--- config.mk ---
export PLATFORM = sky130hd
export DESIGN_NAME = fetch_unit
export DESIGN_NICKNAME = d
export VERILOG_FILES = /design/src/rtl/fetch_unit.sv
export SDC_FILE = /design/constraint.sdc
export NUM_CORES = 1
export LEC_CHECK = 0
export BUFFER_PORTS_ARGS = -buffer_cell sky130_fd_sc_hd__buf_2
export CAP_MARGIN = 10
export CORE_MARGIN = 5
export CORE_UTILIZATION = 50
export CTS_CLUSTER_DIAMETER = 40
export DETAILED_ROUTE_END_ITERATION = 10
export PLACE_DENSITY = 0.8
export SLEW_MARGIN = 20
export SYNTH_ARGS = -nofsm -noshare
export SYNTH_HDL_FRONTEND = slang
export SYNTH_SLANG_ARGS = --single-unit
--- constraint.sdc ---
create_clock -name clock -period 3.9 [get_ports clock]
set_input_delay 0.39 -clock clock [delete_from_list [all_inputs] [get_ports clock]]
set_output_delay 0.39 -clock clock [all_outputs]
set_load 0.01 [all_outputs]
--- src/rtl/fetch_unit.sv ---
// Instruction fetch stage: drives the instruction-memory request and registers the
// delivered PC/instruction pair for the IF/ID pipeline register.
module fetch_unit #(
  parameter logic [31:0] RESET_PC = 32'h0000_0000
) (
  input  logic        clock,
  input  logic        reset,
  input  logic        stall,
  input  logic        redirect,
  input  logic [31:0] redirect_PC,
  output logic        imem_req,
  output logic [31:0] imem_addr,
  input  logic        imem_ready,
  input  logic [31:0] imem_rdata,
  output logic [31:0] PC,
  output logic [31:0] instruction,
  output logic        valid,
  output logic        fetch_fault,
  output logic [31:0] fetch_count
);

  typedef enum logic [1:0] {
    BOOT  = 2'd0,
    FETCH = 2'd1,
    FAULT = 2'd2
  } state_t;

  state_t      r_state;
  state_t      w_state_nxt;

  logic [31:0] r_pc;
  logic [31:0] w_pc_nxt;
  logic [31:0] r_pc_p1;
  logic [31:0] w_pc_p1_nxt;
  logic [31:0] r_instr_p1;
  logic [31:0] w_instr_p1_nxt;
  logic        r_vld_p1;
  logic        w_vld_p1_nxt;
  logic        r_fault;
  logic        w_fault_nxt;
  logic [31:0] r_count;
  logic [31:0] w_count_nxt;

  logic        w_req;
  logic        w_accept;
  logic        w_aligned;

  // Sequential fetch advances by one word; wraps silently at the top of memory.
  function automatic logic [31:0] f_next_pc(input logic [31:0] pc);
    return pc + 32'd4;
  endfunction

  always_comb begin
    w_aligned = (redirect_PC[1:0] == 2'b00);
    // Reset gates the request so a same-cycle imem_ready can never be accepted.
    w_req     = (r_state == FETCH) && !stall && !redirect && !reset;
    w_accept  = w_req && imem_ready;

    w_state_nxt    = r_state;
    w_pc_nxt       = r_pc;
    w_pc_p1_nxt    = r_pc_p1;
    w_instr_p1_nxt = r_instr_p1;
    w_vld_p1_nxt   = r_vld_p1;
    w_fault_nxt    = r_fault;
    w_count_nxt    = r_count;

    case (r_state)
      BOOT: begin
        w_state_nxt = FETCH;
      end
      FETCH, FAULT: begin
        if (redirect) begin
          w_pc_nxt       = redirect_PC;
          w_pc_p1_nxt    = 32'd0;
          w_instr_p1_nxt = 32'd0;
          w_vld_p1_nxt   = 1'b0;
          if (w_aligned) begin
            w_state_nxt = FETCH;
            w_fault_nxt = 1'b0;
          end else begin
            w_state_nxt = FAULT;
            w_fault_nxt = 1'b1;
          end
        end else if (w_accept) begin
          w_pc_nxt       = f_next_pc(r_pc);
          w_pc_p1_nxt    = r_pc;
          w_instr_p1_nxt = imem_rdata;
          w_vld_p1_nxt   = 1'b1;
          w_count_nxt    = r_count + 32'd1;
        end else if (w_req) begin
          // Memory not ready: present a bubble but keep the last delivered PC.
          w_instr_p1_nxt = 32'd0;
          w_vld_p1_nxt   = 1'b0;
        end
      end
      default: begin
        w_state_nxt = BOOT;
      end
    endcase
  end

  // Stage p1: registered IF/ID-facing outputs and fetch control state
  always_ff @(posedge clock) begin
    if (reset) begin
      r_state    <= BOOT;
      r_pc       <= RESET_PC;
      r_pc_p1    <= 32'd0;
      r_instr_p1 <= 32'd0;
      r_vld_p1   <= 1'b0;
      r_fault    <= 1'b0;
      r_count    <= 32'd0;
    end else begin
      r_state    <= w_state_nxt;
      r_pc       <= w_pc_nxt;
      r_pc_p1    <= w_pc_p1_nxt;
      r_instr_p1 <= w_instr_p1_nxt;
      r_vld_p1   <= w_vld_p1_nxt;
      r_fault    <= w_fault_nxt;
      r_count    <= w_count_nxt;
    end
  end

  assign imem_req    = w_req;
  assign imem_addr   = r_pc;
  assign PC          = r_pc_p1;
  assign instruction = r_instr_p1;
  assign valid       = r_vld_p1;
  assign fetch_fault = r_fault;
  assign fetch_count = r_count;

endmodule
**After elaboration in Yosys (flattened, before gate mapping)**

Index checks and enable logic that the tools add are counted.

- Register bits: 132
- Latch bits: 0
- Bits in writable memories: 0
- ROM bits: 0
- Input bits: 69
- Output and inout port bits: 131
- Logic and storage cells: 43
- Memories kept: 0

- $add $sub $neg: 2
- Multipliers: 0
- Divide/modulo/power cells: 0
- Order comparisons: 0
- Equal/unequal tests: 3
- Shift operators: 0
- Muxes and demuxes: 14
- Bitwise gates (word level): 1
- Reductions and logical operators: 16

Operators with widths:

| cell | count |
|---|---|
| $mux W32 | 7 |
| $add A32 B1 Y32 const B | 1 |
| $add A32 B3 Y32 const B | 1 |
| $reduce_and A2 Y1 | 3 |
| $logic_and A1 B1 Y1 | 4 |
| $logic_not A2 Y1 | 2 |
| $mux W1 | 4 |
| $mux W2 | 2 |
| $pmux W2 S2 | 1 |
| $logic_not A1 Y1 | 3 |
| $reduce_and A3 Y1 | 1 |
| $reduce_bool A3 Y1 | 1 |
| $eq A2 B1 Y1 const B | 1 |
| $eq A2 B2 Y1 const B | 1 |
| $ne A2 B2 Y1 const B | 1 |
| $reduce_bool A2 Y1 | 1 |
| $reduce_or A2 Y1 | 1 |
| $not A1 Y1 | 1 |

**Longest topological paths before layout**

Gate-level depths: netlist of run 1.

- Word-level depth: 7
- Gate-level depth with buffers: 9
- Mapped depth without buffers: 7

**Worst setup path after synthesis of run 1**

OpenSTA, ideal clock, no wires.

- Path type: register to register
- From: register r_state[0]
- To: register r_count[28] (netlist: fetch_count[28])
- Library setup time: 71 ps
- Arrival: 2055 ps
- Data required time: 3829 ps
- Setup slack: 1775 ps
- Stages on the path, launching flop included: 9
- Buffers on the path: 1
- Period minus slack after synthesis: 2125 ps
- Path through: dfxtp_1 > inv_1 > ha_1 > clkbuf_1 > nand2b_1 > nor4_4 > nand3_2 > or3_1 > a21oi_1

- Cells in the longest elaborated chain, start to end: 6
- Elaborated cells between the ends (all ways): 8
- Those cells by class: eq/ne: 2; reduce/logical: 6

Ends and longest elaborated chain:

| what | line | text |
|---|---|---|
| start, declared | 28 | `state_t r_state;` |
| start signal, assigned | 113 | `r_state <= w_state_nxt;` |
| $eq A2 B1 Y1 | 56, 67 |  |
| $logic_and A1 B1 Y1 (3 in a row) | 56 | `w_req = (r_state == FETCH) && !stall && !redirect && !reset;` |
| $logic_and A1 B1 Y1 | 57 | `w_accept = w_req && imem_ready;` |
| $reduce_and A3 Y1 (no source line) * | - |  |
| end signal, assigned | 119 | `r_count <= w_count_nxt;` |
| end, declared | 41 | `logic [31:0] r_count;` |

Mark *: on every way between the ends. The rest lies on a longest branch, timed or not.
A chain may end at the register's enable or synchronous reset.

**Worst setup path in the final report of run 1**

- From: register r_state[1]
- To: register r_count[28] (netlist: fetch_count[28])

Same word-level chain as after synthesis.

==> impl_metrics.json, run 1 <==
{
  "outcome": "finished, final reports clean",
  "crit_family": "simple AND/OR/NAND/NOR gates",
  "ys_warn_count": 0,
  "vias": 6139,
  "met3_usage_pct": 6.06,
  "final-setup-viol-count": 0,
  "insertion_delay_ps": 410,
  "power_density_nw_per_um2": 460,
  "grt.total_usage_pct": 23.6,
  "ys_top_cells_by_area": "dfxtp_1, a21oi_1, nand3_1",
  "grt_pass1_wl_mm": 27.9,
  "finalCriticalPeriod_ps": 2670,
  "yosysTopAreaCell": "dfxtp_1",
  "irDropWorstVdd_mv": 0.293,
  "path_buf_inv": 1,
  "finClkSkew_ps": 5.96,
  "hold_violations": 0,
  "dr.first_iter.drc_count": 489,
  "ys_seq_elements": 132,
  "max_slew_margin_pct": 44.2,
  "critPathMaxStageDelay_ps": 850,
  "htree_levels": 4,
  "postCtsHoldBufs": 0,
  "synthFlopType": "dfxtp_1",
  "final_util_pct": 65.6,
  "cts.path.max_buffers": 2,
  "avgSynthCellArea_um2": 8.13,
  "met1_usage_pct": 31.2,
  "syn_nets": 798,
  "die_h_um": 118,
  "gp_congestion": 0.844,
  "power.internal_mw": 2.53,
  "die_area_um2": 14000,
  "syn_inst": 724,
  "cts-root-buf": "clkbuf_16",
  "max_freq_mhz": 375,
  "pre_cts_ws_ps": 1020,
  "grt_start_max_net_pins": 83,
  "maxSlewViolCount": 0,
  "setup_ws_ps": 1230,
  "critPathArrivalTime_ps": 3000,
  "grt-busiest-layer": "met2",
  "p_leak_nw": 3.17,
  "cp.required_ps": 4230,
  "io_buffers": 199,
  "core_area_um2": 11500,
  "antenna_found_initial": 1,
  "clock-sinks": 132,
  "maxCapViolations": 0,
  "grt_pass1_vias": 5600,
  "pwr-share-comb_pct": 13.3,
  "wl_per_cell_um": 16.3,
  "criticalPathCategory": "reg -> reg",
  "power.total_mw": 3.46,
  "initial_utilization_pct": 51.3,
  "tritoncts": "built",
  "met2_usage_pct": 37.0,
  "cp-start-kind": "register",
  "pin_count": 200,
  "clkPwrFrac_pct": 43.5,
  "wirelength_mm": 17.2,
  "synth-edff-count": 0,
  "grt.overflow.total": 0,
  "synth_seq_area_share_pct": 44.9,
  "synth_top_area_share_pct": 44.9,
  "dr.pass1.iters": 5,
  "rsz0062_at_grt": "false",
  "timing.final.crit_share_pct": 68.4,
  "area_growth_pct": 27.8,
  "async_flop_share_pct": 0,
  "post_cts_buffers": 0,
  "drc_errors": 0,
  "slowest_stage": "nor4_4",
  "whs_ps": 232,
  "tightest_slew_ps": 830,
  "synth_area_um2": 5890,
  "hpwl_mm": 11.7,
  "path_clk_slew_ps": 60,
  "path_cells": "inv_1 -> ha_1 -> nand4bb_1 -> nor4_4 -> nand3_2 -> or3_1 -> a21oi_1",
  "hold_class": "in -> reg",
  "ctsResizeCount": 0,
  "ant_nets": 0,
  "core.rowCount": 39,
  "die_w_um": 118,
  "fin_setup_tns_ps": 0,
  "end_kind": "register",
  "drive_gt1_share_pct": 27.0,
  "nNetsFinal": 974,
  "worst-path-max-fanout": 15,
  "p_sw_share_pct": 26.8,
  "synth_cell_types": 59,
  "seqPwrFrac_pct": 43.2,
  "viasPerCell": 5.81,
  "cts_buffers": 17,
  "switchingPower_uw": 927,
  "fillerInstances": 1028
}
layer usage:
| metal | part of all wire (%) | routed length, um | vias up |
|---|---|---|---|
| met2 | 47 | 8020 | 268 |
| met1 | 42 | 7290 | 2867 |
| met3 | 8.8 | 1510 | 28 |
| met4 | 2.3 | 397 | 0 |
| met5 | 0 | 0 | - |
| li1 | - | - | 2976 |
kinds of logic (layout without fill, tap and decap cells):
group | after synthesis | after routing | share of synthesized area (%)
fa+ha+maj | 5 | 5 | 1.06
mux | 9 | 9 | 1.53
xor+xnor | 23 | 23 | 3.42
simple gates | 322 | 322 | 27.2
compound gates | 170 | 170 | 17.7
buf+inv | 63 | 251 | 4.15
flops | 132 | 132 | 44.9
other cells | 0 | 1 | 0
path summary, 6_finish.rpt:
check	startpoint	end	slack (ps)	cells past startpoint
min	imem_rdata[12]	instruction[12]	230	3
max reg2reg	r_state[1]	fetch_count[28]	1230	7
max	r_state[1]	fetch_count[28]	1230	7
min reg2reg	instruction[25]	instruction[25]	450	2
power by group through the flow:
stage | clock network [mW] | logic, mW | registers [mW]
2_1_floorplan | 0 | 0.270 | 1.51
3_3_place_gp | 0 | 0.450 | 1.52
3_5_place_dp | 0 | 0.454 | 1.52
4_1_cts | 1.53 | 0.457 | 1.49
5_1_grt | 1.58 | 0.507 | 1.50
6_report | 1.51 | 0.459 | 1.49
synth_stat cells, types with 6 or more instances:
master	number
xnor2_1	7
a21oi_1	82
inv_1	9
buf_1	10
a211oi_1	6
nand4_1	27
mux2i_1	9
a22oi_1	20
and3_1	14
buf_2	6
nand3_1	66
clkbuf_1	37
nand2_1	84
o21ai_0	19
dfxtp_1	132
nor2_1	72
a31oi_1	6
nor3_1	14
and4_1	9
xor2_1	16
or3_1	10
worst reg2reg max path: stages (launching register included):
cell and delay (ps):
dfxtp_1 320, inv_1 80, ha_1 180, nand4bb_1 320
nor4_4 850, nand3_2 280, or3_1 420, a21oi_1 140
state kept, by name, indices dropped and copies added (netlist names):
name         count
fetch_count     32
r_state          2
fetch_fault      1
instruction     32
valid            1
imem_addr       32
PC              32
cells in the final DEF (no fill, tap or decap), drive strengths merged, types with 3 or more instances in the layout:
cell type    n
and3        14
nor3        15
nand3       67
mux2i        9
and4         9
xor2        16
and2         4
a22oi       20
o21ai       21
clkbuf      27
o22ai        5
a211oi       7
inv          9
nand4       27
ha           5
o21a         3
dfxtp      132
a21oi       82
a31oi        6
clkinv       4
xnor2        7
buf        210
nor2        73
nor4         7
a32o         3
nand2       84
or3         10
a311oi       4
cell type report:
cell class / count / area (um2) / area share, %
diodes: 1 / 2.50 / 0.0333
flip-flops and latches: 132 / 2640 / 35.1
multi-input cells: 529 / 3010 / 40.0
clock buffers: 27 / 513 / 6.82
repair buffers: 210 / 1090 / 14.5
clock inverters: 4 / 45.0 / 0.599
inverters: 10 / 37.5 / 0.499
well taps: 143 / 179 / 2.38
metrics by stage:
step,area [um2],std cells
floorplan,5890,724
global placement,6960,1024
detailed placement,6960,1024
CTS,7520,1055
global route,7520,1056
finish,7520,1056
(Power assumes the default switching activity.)
==> run 2: changes to the inputs <==
==> constraint.sdc (replaced) <==
create_clock -name clock -period 2.5 [get_ports clock]
set_input_delay 0.25 -clock clock [delete_from_list [all_inputs] [get_ports clock]]
set_output_delay 0.25 -clock clock [all_outputs]
set_load 0.01 [all_outputs]
==> impl_metrics.json, run 2 (synthesis results as in run 1) <==
{
  "htree_levels": 4,
  "ctsResizeCount": 0,
  "nNetsFinal": 991,
  "path_clk_slew_ps": 60,
  "die_w_um": 118,
  "grt_pass1_vias": 5740,
  "placedCellCount": 1041,
  "grt_start_max_net_pins": 71,
  "gp_congestion": 0.865,
  "final-instance-count-excl-fill": 1074,
  "antenna_found_initial": 1,
  "path_buf_inv": 2,
  "r2r_start": "r_state[1]",
  "die_h_um": 118,
  "path_cells": "inv_1 -> ha_1 -> nor4bb_1 -> nand2_1 -> buf_4 -> nor4_1 -> xnor2_1 -> nor2_1",
  "area_growth_pct": 30.4,
  "wl_per_cell_um": 16.4,
  "max_freq_mhz": 445,
  "final-setup-viol-count": 0,
  "initial_utilization_pct": 51.3,
  "hpwl_mm": 12.3,
  "wl_met3_mm": 1.46,
  "dr.first_iter.drc_count": 516,
  "fin_setup_tns_ps": 0,
  "rsz0062_at_grt": "false",
  "vias": 6226,
  "die_area_um2": 14000,
  "top_layer": "met5",
  "grt.total_usage_pct": 24.1,
  "criticalPathCategory": "reg -> reg",
  "pin_count": 200,
  "core.rowCount": 39,
  "clock-sinks": 132,
  "finClkSkew_ps": 6.37,
  "tritoncts": "built",
  "core_area_um2": 11500,
  "reg2reg_depth": 8,
  "power_density_nw_per_um2": 724,
  "critPathArrivalTime_ps": 2530,
  "timing.final.crit_share_pct": 89.8,
  "postCtsHoldBufs": 0,
  "finalCriticalPeriod_ps": 2250,
  "drive_gt1_share_pct": 28.7,
  "drc_errors": 0,
  "slowest_stage": "nor4bb_1",
  "maxCapViolations": 0,
  "grt_pass1_wl_mm": 28.5,
  "tightest_slew_ps": 840,
  "wirelength_mm": 17.6,
  "max_slew_margin_pct": 43.6,
  "io_buffers": 199,
  "cts_buffers": 17,
  "hold_class": "in -> reg",
  "final_common_cell": "buf_2",
  "p_leak_nw": 3.26,
  "maxSlewViolCount": 0,
  "cp_num_cells": 8,
  "cts.path.max_buffers": 2,
  "viasPerCell": 5.80,
  "cp-start-kind": "register",
  "hold_violations": 0,
  "post_cts_buffers": 0,
  "grt.overflow.total": 0,
  "irDropWorstVdd_mv": 0.594,
  "worst-path-max-fanout": 12,
  "insertion_delay_ps": 420,
  "final_cell_mix": "buf_2, dfxtp_1, nand2_1",
  "outcome": "finished, final reports clean",
  "critPathMaxStageDelay_ps": 510,
  "cp.required_ps": 2780,
  "hp-start": "imem_rdata[24]",
  "cts-root-buf": "clkbuf_16",
  "end_kind": "register",
  "hold_depth": 3,
  "crit_family": "simple AND/OR/NAND/NOR gates",
  "whs_ps": 85.4,
  "route.met2.wl_mm": 8.36,
  "ant_nets": 0,
  "worstSetupStartpoint": "r_state[1]",
  "dr.pass1.iters": 8,
  "wl_met1_mm": 7.51
}
## run 2: cell types whose count changed in the layout (fill, tap and decap cells not counted), sizes merged
cell	delta
clkinvlp	+3
bufinv	+1
clkbuf	-3
buf	+17
## run 2: cell type report
| type | count | area (um2) |
|---|---|---|
| flip-flops and latches | 132 | 2640 |
| multi-input cells | 529 | 3010 |
| repair buffers | 227 | 1210 |
| clock buffers | 24 | 502 |
| clock inverters | 8 | 97.6 |
| fillers | 990 | 3790 |
| inverters | 10 | 37.5 |
| well taps | 143 | 179 |
| diodes | 1 | 2.50 |
## run 2: worst min-delay path: stages
cell     delay [ps]
buf_2            90
nand3_1          50
a21oi_1          50
## run 2: where the power goes
part | internal, mW | switching, mW
sequential | 2.19 | 0.134
clock | 1.59 | 0.904
combinational | 0.283 | 0.456
## run 2: path summary, 6_finish.rpt
check,to,slack (ps)
min,instruction[24],90
min reg2reg,instruction[30],450
max reg2reg,fetch_count[9],250
max,fetch_count[9],250
## run 2: per-layer routing
layer / track usage, % / vias up
li1: - / 3011
met1: 31.9 / 2942
met2: 38.3 / 251
met3: 7.69 / 20
met4: 6.59 / 2
met5: 0 / -
## run 2: through the flow
step                      power (mW)  setup slack, ps  util, %  cell area [um2]
after floorplan                 2.78              375        -             5890
after global placement          3.09              392     61.7             7080
after detailed placement        3.10              274     61.7             7080
after CTS                       5.59              260     66.9             7670
after global routing            5.78             60.7     66.9             7670
final                           5.56              255     67.0             7680
